[config.mk]
export PLATFORM = sky130hd
export DESIGN_NAME = rtc_burst_seq
export DESIGN_NICKNAME = d
export VERILOG_FILES = /design/src/rtl/rtc_burst_seq.sv
export SDC_FILE = /design/constraint.sdc
export NUM_CORES = 1
export LEC_CHECK = 0
export ABC_CLOCK_PERIOD_IN_PS = 6100
export CORE_MARGIN = 2
export CORE_UTILIZATION = 55
export DETAILED_ROUTE_END_ITERATION = 6
export GPL_TIMING_DRIVEN = 0
export HOLD_SLACK_MARGIN = 0.03
export PLACE_DENSITY = 0.84
export SYNTH_ARGS = -nofsm -noshare
export SYNTH_HDL_FRONTEND = slang
export SYNTH_SLANG_ARGS = --single-unit
[constraint.sdc]
create_clock -name clk -period 6.1 [get_ports clk]
set_input_delay 1.22 -clock clk [delete_from_list [all_inputs] [get_ports clk]]
set_output_delay 1.22 -clock clk [all_outputs]
set_load 0.05 [all_outputs]
[src/rtl/rtc_burst_seq.sv]
// RTC register burst sequencer: walks the enabled register slots and drives
// the multiplexed address/data RTC bus through ADDR, GAP1, DATA and GAP2 phases.
module rtc_burst_seq #(
  parameter int unsigned NUM_REGS  = 10,
  parameter int unsigned IDX_W     = 4,
  parameter int unsigned PHASE_CYC = 4
) (
  input  logic                clk,
  input  logic                reset,
  input  logic                start,
  input  logic                mode,
  input  logic [NUM_REGS-1:0] slot_en,
  input  logic                abort,
  output logic                a_d,
  output logic                cs,
  output logic                rd,
  output logic                wr,
  output logic                bus_oe,
  output logic                capture,
  output logic [NUM_REGS-1:0] addr_stb,
  output logic [NUM_REGS-1:0] dat_stb,
  output logic [IDX_W-1:0]    slot_idx,
  output logic                busy,
  output logic                done,
  output logic                aborted
);

  localparam int unsigned CNT_W = (PHASE_CYC > 1) ? $clog2(PHASE_CYC) : 1;
  localparam logic [CNT_W-1:0] CNT_LAST = CNT_W'(PHASE_CYC - 1);

  typedef enum logic [2:0] {
    S_IDLE,
    S_ADDR,
    S_GAP1,
    S_DATA,
    S_GAP2,
    S_FIN
  } state_t;

  state_t              state, nxt_state;
  logic [CNT_W-1:0]    cnt, nxt_cnt;
  logic [IDX_W-1:0]    slot, nxt_slot;
  logic                mode_q, nxt_mode;
  logic [NUM_REGS-1:0] mask_q, nxt_mask;
  logic                abort_hit;
  logic [IDX_W:0]      first_slot;
  logic [IDX_W:0]      next_slot;
  logic [NUM_REGS-1:0] slot_oh;

  // Lowest enabled slot at or above 'from'; MSB of the result flags a hit.
  function automatic logic [IDX_W:0] find_slot(input logic [NUM_REGS-1:0] m,
                                               input int from);
    logic [IDX_W:0]      r;
    logic [NUM_REGS-1:0] sh;
    r = '0;
    for (int i = int'(NUM_REGS) - 1; i >= 0; i--) begin
      sh = m >> i;
      if (i >= from && sh[0]) r = {1'b1, IDX_W'(i)};
    end
    return r;
  endfunction

  assign first_slot = find_slot(slot_en, 0);
  assign next_slot  = find_slot(mask_q, int'(slot) + 1);
  assign slot_oh    = NUM_REGS'(1) << nxt_slot;

  // Next-state logic; outputs are decoded from the next state and registered.
  always_comb begin
    nxt_state = state;
    nxt_cnt   = cnt;
    nxt_slot  = slot;
    nxt_mode  = mode_q;
    nxt_mask  = mask_q;
    abort_hit = 1'b0;
    case (state)
      S_IDLE: begin
        if (start) begin
          nxt_mode = mode;
          nxt_mask = slot_en;
          nxt_cnt  = '0;
          if (first_slot[IDX_W]) begin
            nxt_state = S_ADDR;
            nxt_slot  = first_slot[IDX_W-1:0];
          end else begin
            nxt_state = S_FIN;
            nxt_slot  = '0;
          end
        end
      end
      S_ADDR, S_GAP1, S_DATA, S_GAP2: begin
        if (abort) begin
          abort_hit = 1'b1;
          nxt_state = S_IDLE;
          nxt_cnt   = '0;
          nxt_slot  = '0;
        end else if (cnt != CNT_LAST) begin
          nxt_cnt = cnt + CNT_W'(1);
        end else begin
          nxt_cnt = '0;
          case (state)
            S_ADDR: nxt_state = S_GAP1;
            S_GAP1: nxt_state = S_DATA;
            S_DATA: nxt_state = S_GAP2;
            default: begin
              if (next_slot[IDX_W]) begin
                nxt_state = S_ADDR;
                nxt_slot  = next_slot[IDX_W-1:0];
              end else begin
                nxt_state = S_FIN;
                nxt_slot  = '0;
              end
            end
          endcase
        end
      end
      S_FIN: begin
        nxt_state = S_IDLE;
        nxt_slot  = '0;
      end
      default: begin
        nxt_state = S_IDLE;
        nxt_cnt   = '0;
        nxt_slot  = '0;
      end
    endcase
  end

  always_ff @(posedge clk) begin
    if (reset) begin
      state    <= S_IDLE;
      cnt      <= '0;
      slot     <= '0;
      mode_q   <= 1'b0;
      mask_q   <= '0;
      a_d      <= 1'b1;
      cs       <= 1'b1;
      rd       <= 1'b1;
      wr       <= 1'b1;
      bus_oe   <= 1'b0;
      capture  <= 1'b0;
      addr_stb <= '0;
      dat_stb  <= '0;
      slot_idx <= '0;
      busy     <= 1'b0;
      done     <= 1'b0;
      aborted  <= 1'b0;
    end else begin
      state    <= nxt_state;
      cnt      <= nxt_cnt;
      slot     <= nxt_slot;
      mode_q   <= nxt_mode;
      mask_q   <= nxt_mask;
      a_d      <= 1'b1;
      cs       <= 1'b1;
      rd       <= 1'b1;
      wr       <= 1'b1;
      bus_oe   <= 1'b0;
      capture  <= 1'b0;
      addr_stb <= '0;
      dat_stb  <= '0;
      slot_idx <= '0;
      busy     <= 1'b0;
      done     <= 1'b0;
      aborted  <= abort_hit;
      case (nxt_state)
        S_ADDR: begin
          a_d      <= 1'b0;
          cs       <= 1'b0;
          wr       <= 1'b0;
          bus_oe   <= 1'b1;
          addr_stb <= slot_oh;
          slot_idx <= nxt_slot;
          busy     <= 1'b1;
        end
        S_GAP1, S_GAP2: begin
          slot_idx <= nxt_slot;
          busy     <= 1'b1;
        end
        S_DATA: begin
          cs       <= 1'b0;
          dat_stb  <= slot_oh;
          slot_idx <= nxt_slot;
          busy     <= 1'b1;
          if (nxt_mode) begin
            wr     <= 1'b0;
            bus_oe <= 1'b1;
          end else begin
            rd      <= 1'b0;
            capture <= (nxt_cnt == CNT_LAST);
          end
        end
        S_FIN: done <= 1'b1;
        default: ;
      endcase
    end
  end

endmodule

* Word-level counts from Yosys, hierarchy flattened
Cells that the tools add are included.
** Storage, ports and cells
- Memories :: 0
- RAM bits :: 0
- Bits in latches :: 0
- Input port bits :: 15
- Output and inout port bits :: 33
- Register bits :: 53
- ROM bits :: 0
** Operators by class
- Divide/modulo/power cells :: 0
- Muxes and demuxes :: 49
- $lt $le $gt $ge :: 10
- Bitwise logic cells :: 4
- Multipliers :: 0
- Reductions and logical operators :: 21
- $add $sub $neg :: 2
- Shift operators :: 1
- Eq/ne operators :: 12
** Operators with widths (count)
- 5-bit two-way mux :: 20
- 4-bit two-way mux :: 6
- 3-bit by 5-bit greater-or-equal comparator with 1-bit output (first input constant) :: 4
- 3-bit two-way mux :: 5
- 3-bit by 2-bit equality test with 1-bit output (second input constant) :: 4
- 3-bit equality test (second input constant) :: 4
- 1-bit by 5-bit greater-or-equal comparator with 1-bit output (first input constant) :: 2
- 2-bit by 5-bit greater-or-equal comparator with 1-bit output (first input constant) :: 2
- 4-bit by 5-bit greater-or-equal comparator with 1-bit output (first input constant) :: 2
- 1-bit logical AND :: 10
- 2-bit OR reduction :: 5
- 1-bit by 4-bit << shifter with 10-bit output (first input constant) :: 1
- 1-bit two-way mux :: 9
- 3-bit one-hot mux with 3 select lines :: 1
- 4-bit one-hot mux with 2 select lines :: 1
- 4-bit OR reduction :: 2
- 3-bit by 1-bit equality test with 1-bit output (second input constant) :: 2
- 2-bit two-way mux :: 3
- 2-bit one-hot mux with 3 select lines :: 1
- 3-bit one-hot mux with 2 select lines :: 1
- 3-bit OR reduction :: 2
- 4-bit by 1-bit adder with 5-bit output (second input constant) :: 1
- 1-bit NOT :: 4
- 1-bit one-hot mux with 2 select lines :: 2
- 5 further kinds :: 5

* Depth between registers and ports, before layout
Gate-level depths: netlist of the first run.
- Word-level depth :: 22
- Depth in mapped cells :: 11
- Gate-level depth less buffers :: 9

* Least setup slack after synthesis of the first run
No wires, ideal clock.
- Path kind :: input to register
- From :: in abort
- To :: reg addr_stb[2]
- Arrival time :: 2.957 ns
- Setup slack :: 3.075 ns
- Stages on the path :: 8
- Cell sequence :: clkbuf_1 -> nand3b_1 -> a211oi_1 -> o21ai_0 -> nand3b_1 -> a211oi_1 -> or3b_1 -> nor2_1
** On the way
- Word-level cells in the longest chain between the ends :: 5
- Elaborated cells between the ends (all ways) :: 8
- Classes of those cells :: 1 x eq/ne; 1 x shift; 4 x mux; 1 x bitwise; 1 x reduce/logical
** Ends and longest elaborated chain
- from (decl) :: line 13 : input logic abort,
- 3-bit two-way mux :: line 91 : if (abort) begin
- 3-bit one-hot mux with 2 select lines :: line 75 : case (state)
- 3-bit by 1-bit equality test with 1-bit output :: line 165 : case (nxt_state)
- 1-bit NOT (no line)
- 2-bit OR reduction (no line)
- to (signal assigned) :: line 171 : addr_stb <= slot_oh;
- to (decl) :: line 20 : output logic [NUM_REGS-1:0] addr_stb,
Several ways; a longest one is shown, not always the timed one.
A chain may end at the register's enable or synchronous reset.

* Worst setup path in the final report of the first run
- From :: in abort
- To :: reg dat_stb[1]
** On the way
- Word-level cells in the longest chain between the ends :: 5
- Elaborated cells between the ends (all ways) :: 8
- Classes of those cells :: 1 x eq/ne; 1 x shift; 4 x mux; 1 x bitwise; 1 x reduce/logical
** Ends and longest elaborated chain
- 3-bit two-way mux :: line 91
- 3-bit one-hot mux with 2 select lines :: line 75
- 3-bit by 2-bit equality test with 1-bit output :: line 165
- 1-bit NOT (no line)
- 2-bit OR reduction (no line)
- to (signal assigned) :: line 181 : dat_stb <= slot_oh;
- to (decl) :: line 21 : output logic [NUM_REGS-1:0] dat_stb,
Several ways; a longest one is shown, not always the timed one.

==> results.md, run 1 <==
- Max Slew Vio Count: 0
- WHS Endpoint: mask_q[1]
- Vias/cell: 5.82
- RR Endpoint: slot_idx[1]
- Global-route met2 utilization: around 43%
- Min-Delay Path Depth: 2
- Setup TNS: 0 ps
- Syn Nets: 315
- Fillers: 357
- Max-Cap Viols: 0
- Cell variety after synth: 59
- Final min period: 3570 ps
- CP Data Required Time: between 6000 and 7000 ps
- Seq. cell area: about 1100 um^2
- Drt initial violations: around 140
- Global-route usage over all layers: between 20% and 30%
- H-tree depth: 2
- Busiest layer in global routing: met2
- Reg2reg setup slack: 2700 ps
- Top cell type's share of synthesized area: 43.4%
- Cell area after synthesis: 2440 um^2
- First-pass iteration count of the detailed router: 4
- Die area: 4990 um^2
- Longest Clk Path Bufs: 2
- Clock root cell: clkbuf_8
- Worst slew margin: a little under a third
- WL per Instance: 14.3 um
- Multi-input gate area: 1280 um^2
- Sequential fraction of the synthesis area: between 40% and 50%
- FF-to-FF Start: slot[1]
- Most common cell after layout, fill and taps aside: dfxtp_1
- Met1 usage: 30.9%
- RSZ-0062 raised after global routing: no
- Seq cells post-synth: 53
- Lkg Pwr: ~1.1 nW
- Hpwl dp: 4320 um
- Max incr delay on CP: 800 ps
- Clock sink count: 53
- DRC: 0
- Power Dens Cells: 227 nW/um^2
- Dominant cells by area after synthesis: dfxtp_1 (43%), nand2_1 (6.0%), a21oi_1 (5.5%), nor3_1 (4.9%), nor2_1 (4.9%)
- Die height: 70.7 um
- NumNets Final: 369
- Share of layout cells above drive strength 1: around 6.3%
- Slew at the pin closest to its max-slew limit: 1020 ps
- Final wirelength: 5780 um
- CP Max Fanout: 10
- Die X: between 70 and 80 um
- YS warnings: 0
- Post-synth ARST share: 0%
- GRT met3 Usage: 4.42%
- HP Start: mask_q[1]
- Clk_skew: ~13 ps
- CTS tree: done
- Vias in the first global route: 2270
- Num CTS Buffers: 5
- Worst-path clk slew: 100 ps
- Global-route wire length before repair: 10000 um
- Register-to-Register Path Depth: 10
- Gr ovfl total: 0
- Syn Area/Cell: 8.26 um^2
- Routed via count: 2347
- Post_cts resized: 0
- Critical path arrival: 3800 ps
- Placeable Area: 4320 um^2
- Crit-path cells: clkdlybuf4s50_1 -> clkbuf_1 -> nor2b_1 -> and3_1 -> o221a_2 -> a211oi_1 -> nand2_1 -> nor3_1
- Area Overhead vs Synth: 26.5%
- RD Place Congestion: 0.847
- Post-synth EDFFs: 0
- Initial Utilization: 56.5%
- Largest net degree at the start of global routing: 17
- CP Class: input pin to flip-flop
- Port buffer count: between 40 and 50
- Total chip power: 0.701 mW
- Status: finished clean
- Core Rows: 24
- Fmax: 280 MHz
- HP Class: flip-flop to flip-flop
- Commonest non-fill, non-tap cells in the layout: dfxtp_1 (53), clkdlybuf4s50_1 (47), nand2_1 (39), nor2_1 (32), a21oi_1 (27)
- Top_reg_cell synth: dfxtp_1
- Post-CTS Hold Fix Bufs: 0
- CP max-delay cell: a211oi_1
- Final hold violations: 0
- Worst setup EP type: flip-flop
- Worst skew pair latency: about 310 ps
- Synthesized instance count: 296
- Final setup vio count: 0
- Routed Antenna Nets: 0
- ANT cells: 0
- Synth area leader: dfxtp_1
- Initial antenna violation count: 0
- I/O pin count: 48
- Max VDD drop: about 0.13 mV
- Crit share post-route: approximately three fifths
- Post-CTS setup buffers: 0
- CP Launch Type: input pin
==> synth_stat cells, drive strengths merged, types with 3 or more instances <==
cell type	n
a211oi	4
a21oi	27
and2	4
and3	3
buf	4
clkbuf	12
dfxtp	53
ha	4
inv	8
nand2	39
nand2b	9
nand3	6
nand3b	3
nor2	32
nor2b	3
nor3	24
nor4	4
o21a	5
o21ai	9
o31a	3
==> flip-flops by register name (all words and copies together), names as in the netlist <==
signal / count
wr: 1
capture: 1
dat_stb: 10
cnt: 2
slot: 4
state: 3
mode_q: 1
a_d: 1
busy: 1
rd: 1
bus_oe: 1
aborted: 1
done: 1
slot_idx: 4
mask_q: 10
addr_stb: 10
cs: 1
==> routing by layer <==
layer	vias to the layer above	part of all wire, %
met5	-	0
li1	1159	-
met2	72	50
met3	10	4.7
met4	0	1.7
met1	1106	44
==> worst max path at each step <==
stage | start | end
2_1_floorplan | abort | addr_stb[2]
3_3_place_gp | abort | addr_stb[2]
3_5_place_dp | abort | addr_stb[2]
4_1_cts | abort | addr_stb[2]
5_1_grt | abort | dat_stb[5]
6_report | abort | dat_stb[1]
==> power breakdown <==
part	switching (mW)	internal, mW	total (mW)
combinational	0.0656	0.0383	0.104
sequential	0.00678	0.356	0.363
clock	0.112	0.123	0.235
==> kinds of logic after synthesis <==
logic type	count (synthesis)	share of synthesized area (%)
simple gates	137	28.0
compound gates	74	20.8
flops	53	43.4
buf+inv	24	4.15
fa+ha+maj	4	2.05
xor+xnor	2	0.717
mux	2	0.870
==> critical path: cells and delay by family <==
family | cells | cell delay (ps)
AOI/OAI and AO/OA | 2 | 940
buffers and inverters | 2 | 830
and+or+nand+nor | 4 | 810
==> per-stage QoR <==
stage | worst slack (ps) | hold WS (ps) | utilization [%] | area, um^2 | instances
floorplan | 3080 | 432 | - | 2440 | 296
global placement | 2310 | 458 | 68.9 | 2980 | 395
detailed placement | 2250 | 464 | 68.9 | 2980 | 395
CTS | 2570 | 477 | 71.5 | 3090 | 403
global route | 2350 | 491 | 71.5 | 3090 | 403
finish | 2530 | 478 | 71.5 | 3090 | 403
==> cell type report <==
cell class	instances	area share (%)
Multi-Input combinational cell	219	41.5
Timing Repair Buffer	47	15.2
Clock inverter	2	1.26
Tap cell	52	2.11
Clock buffer	6	2.35
Sequential cell	53	34.3
Buffer	16	2.31
Inverter	8	0.972
(Power assumes the default switching activity.)
==> run 2: changes to the inputs <==
==> config.mk (replaced) <==
export PLATFORM = sky130hd
export DESIGN_NAME = rtc_burst_seq
export DESIGN_NICKNAME = d
export VERILOG_FILES = /design/src/rtl/rtc_burst_seq.sv
export SDC_FILE = /design/constraint.sdc
export NUM_CORES = 1
export LEC_CHECK = 0
export ABC_CLOCK_PERIOD_IN_PS = 3200
export CORE_MARGIN = 2
export CORE_UTILIZATION = 46
export DETAILED_ROUTE_END_ITERATION = 6
export GPL_TIMING_DRIVEN = 0
export HOLD_SLACK_MARGIN = 0.03
export PLACE_DENSITY = 0.75
export SYNTH_ARGS = -nofsm -noshare
export SYNTH_HDL_FRONTEND = slang
export SYNTH_SLANG_ARGS = --single-unit
==> constraint.sdc (replaced) <==
create_clock -name clk -period 3.2 [get_ports clk]
set_input_delay 0.64 -clock clk [delete_from_list [all_inputs] [get_ports clk]]
set_output_delay 0.64 -clock clk [all_outputs]
set_load 0.05 [all_outputs]
==> run 2 against run 1 <==
Global-route usage decreased by 4.5 points. Combinational power increased by 100%. Final cell count increased by 4.5%. Largest cell class unchanged. Largest power group unchanged. Highest routed layer unchanged.
==> results.md, run 2 (synthesis gave the netlist of run 1 again) <==
- Cell family with most CP delay: compound AO/OA/AOI/OAI gates
- Worst slew margin: 50.4%
- Non-Filler Instances: 421
- Placeable Area: 5110 um^2
- Share of layout cells above drive strength 1: 8.55%
- Max-Cap Viols: 0
- CP Class: flip-flop to flip-flop
- Max incr delay on CP: 680 ps
- Clock root cell: clkbuf_8
- FF-to-FF Start: slot[1]
- Longest Clk Path Bufs: 2
- Setup TNS: 0 ps
- Final wirelength: 5880 um
- Final min period: around 3100 ps
- Setup crit end: addr_stb[4]
- Die X: 76.9 um
- WL per Instance: 14.0 um
- Drt initial violations: 141
- Die height: 76.9 um
- Fin util: 61.7%
- I/O pin count: 48
- CTS tree: done
- Register-to-Register Path Depth: 9
- Fmax: 326 MHz
- Hold_ws: between 400 and 500 ps
- Reg2reg setup slack: 130 ps
- ANT cells: 0
- HP Class: flip-flop to flip-flop
- Num CTS Buffers: 5
- NumNets Final: 369
- Seq. cell area: 1060 um^2
- Fillers: 482
- Largest net degree at the start of global routing: 17
- CP Data Required Time: approximately 3400 ps
- Routed Antenna Nets: 0
- Commonest non-fill, non-tap cells in the layout: dfxtp_1 (52), clkdlybuf4s50_1 (47), nand2_1 (39), nor2_1 (32), a21oi_1 (27)
- CP Depth: 9
- Die area: between 5000 and 6000 um^2
- Max Slew Vio Count: 0
- H-tree depth: 2
- Final hold violations: 0
- Worst-path clk slew: roughly 90 ps
- DRC: 0
- Worst skew pair latency: 300 ps
- CP Launch Type: flip-flop
- Vias in the first global route: roughly 2200
- Gr ovfl total: 0
- Global-route wire length before repair: 9880 um
- Crit path from: slot[1]
- CP max-delay cell: o311ai_2
- Biggest regs: addr_stb (10), dat_stb (10), mask_q (10)
- Area Overhead vs Synth: 29.0%
- Placed Cells: 413
- Crit-path cells: ha_1 -> buf_2 -> nand2b_1 -> nor2b_4 -> o41a_1 -> o32a_1 -> o22a_1 -> o311ai_2 -> nor3_1
- RR Endpoint: addr_stb[4]
- Total chip power: 1.34 mW
- Post-CTS Hold Fix Bufs: 0
- Initial Utilization: 47.8%
- Global-route usage over all layers: 20.5%
- Worst setup EP type: flip-flop
- RD Place Congestion: 0.918
- Critical path buffers and inverters: 1
- Power Dens Cells: ~430 nW/um^2
- Vias/cell: roughly 5.5
- Initial antenna violation count: 0
- Port buffer count: 47
- Lkg Pwr: 1.13 nW
- Slew at the pin closest to its max-slew limit: approximately 730 ps
- Multi-input gate area: 1320 um^2
- Hpwl dp: 4520 um
- Final setup vio count: 0
- Crit share post-route: ~96%
- Max VDD drop: 0.212 mV
- First-pass iteration count of the detailed router: 4
- Critical path arrival: 3220 ps
- Core Rows: 26
- Clk_skew: 8.33 ps
- Clock sink count: 53
- CP Max Fanout: 10
- Most common cell after layout, fill and taps aside: dfxtp_1
- Status: finished clean
- Routed via count: about 2300
-- run 2: where the power goes --
part	internal, mW	switching, mW
sequential	0.678	0.0127
clock	0.235	0.211
combinational	0.0791	0.129
total	0.992	0.352
-- run 2: repair_timing --
action / CTS / global route
pin swaps: 1 / 0
buffers inserted: 1 / 0
gates resized for setup: 5 / 3
hold endpoints to repair: 0 / 0
setup endpoints to repair: 26 / 27
-- run 2: per-layer routing --
layer	GRT usage, %	wire (um)	vias to the layer above	part of all wire (%)
met4	6.18	78	0	1.3
met5	0	0	-	0
met3	4.12	260	10	4.4
met1	24.3	2550	1071	43
met2	37.3	2980	56	51
li1	-	-	1161	-
-- run 2: cell type report --
cell class | instances | area share, %
clock buffer | 6 | 2.30
sequential | 53 | 33.7
clock inverter | 2 | 1.23
multi-input combinational | 219 | 41.7
buffer | 15 | 2.14
tap | 70 | 2.78
timing repair buffer | 48 | 15.2
inverter | 8 | 0.952
-- run 2: worst reg2reg max path: stages, from the launching register on --
cell	delay, ps
dfxtp_2	440
ha_1	170
buf_2	190
nand2b_1	190
nor2b_4	60
o41a_1	500
o32a_1	370
o22a_1	200
o311ai_2	680
nor3_1	130
-- run 2: worst min-delay path by stage --
stage / from / end / slack, ps / depth (start not counted)
6_report: mask_q[6] / mask_q[6] / 480 / 2
5_1_grt: mask_q[4] / mask_q[4] / 510 / 2
4_1_cts: mask_q[6] / mask_q[6] / 480 / 2
3_5_place_dp: mask_q[6] / mask_q[6] / 460 / 2
3_3_place_gp: mask_q[1] / mask_q[1] / 460 / 2
2_1_floorplan: mask_q[1] / mask_q[1] / 430 / 2
-- run 2: per-stage QoR --
step,area [um^2],setup slack (ps)
2_1_floorplan,2440,405
3_3_place_gp,3000,-89.8
3_5_place_dp,3000,-217
4_1_cts,3150,10.4
5_1_grt,3150,-1.37
6_report,3150,134
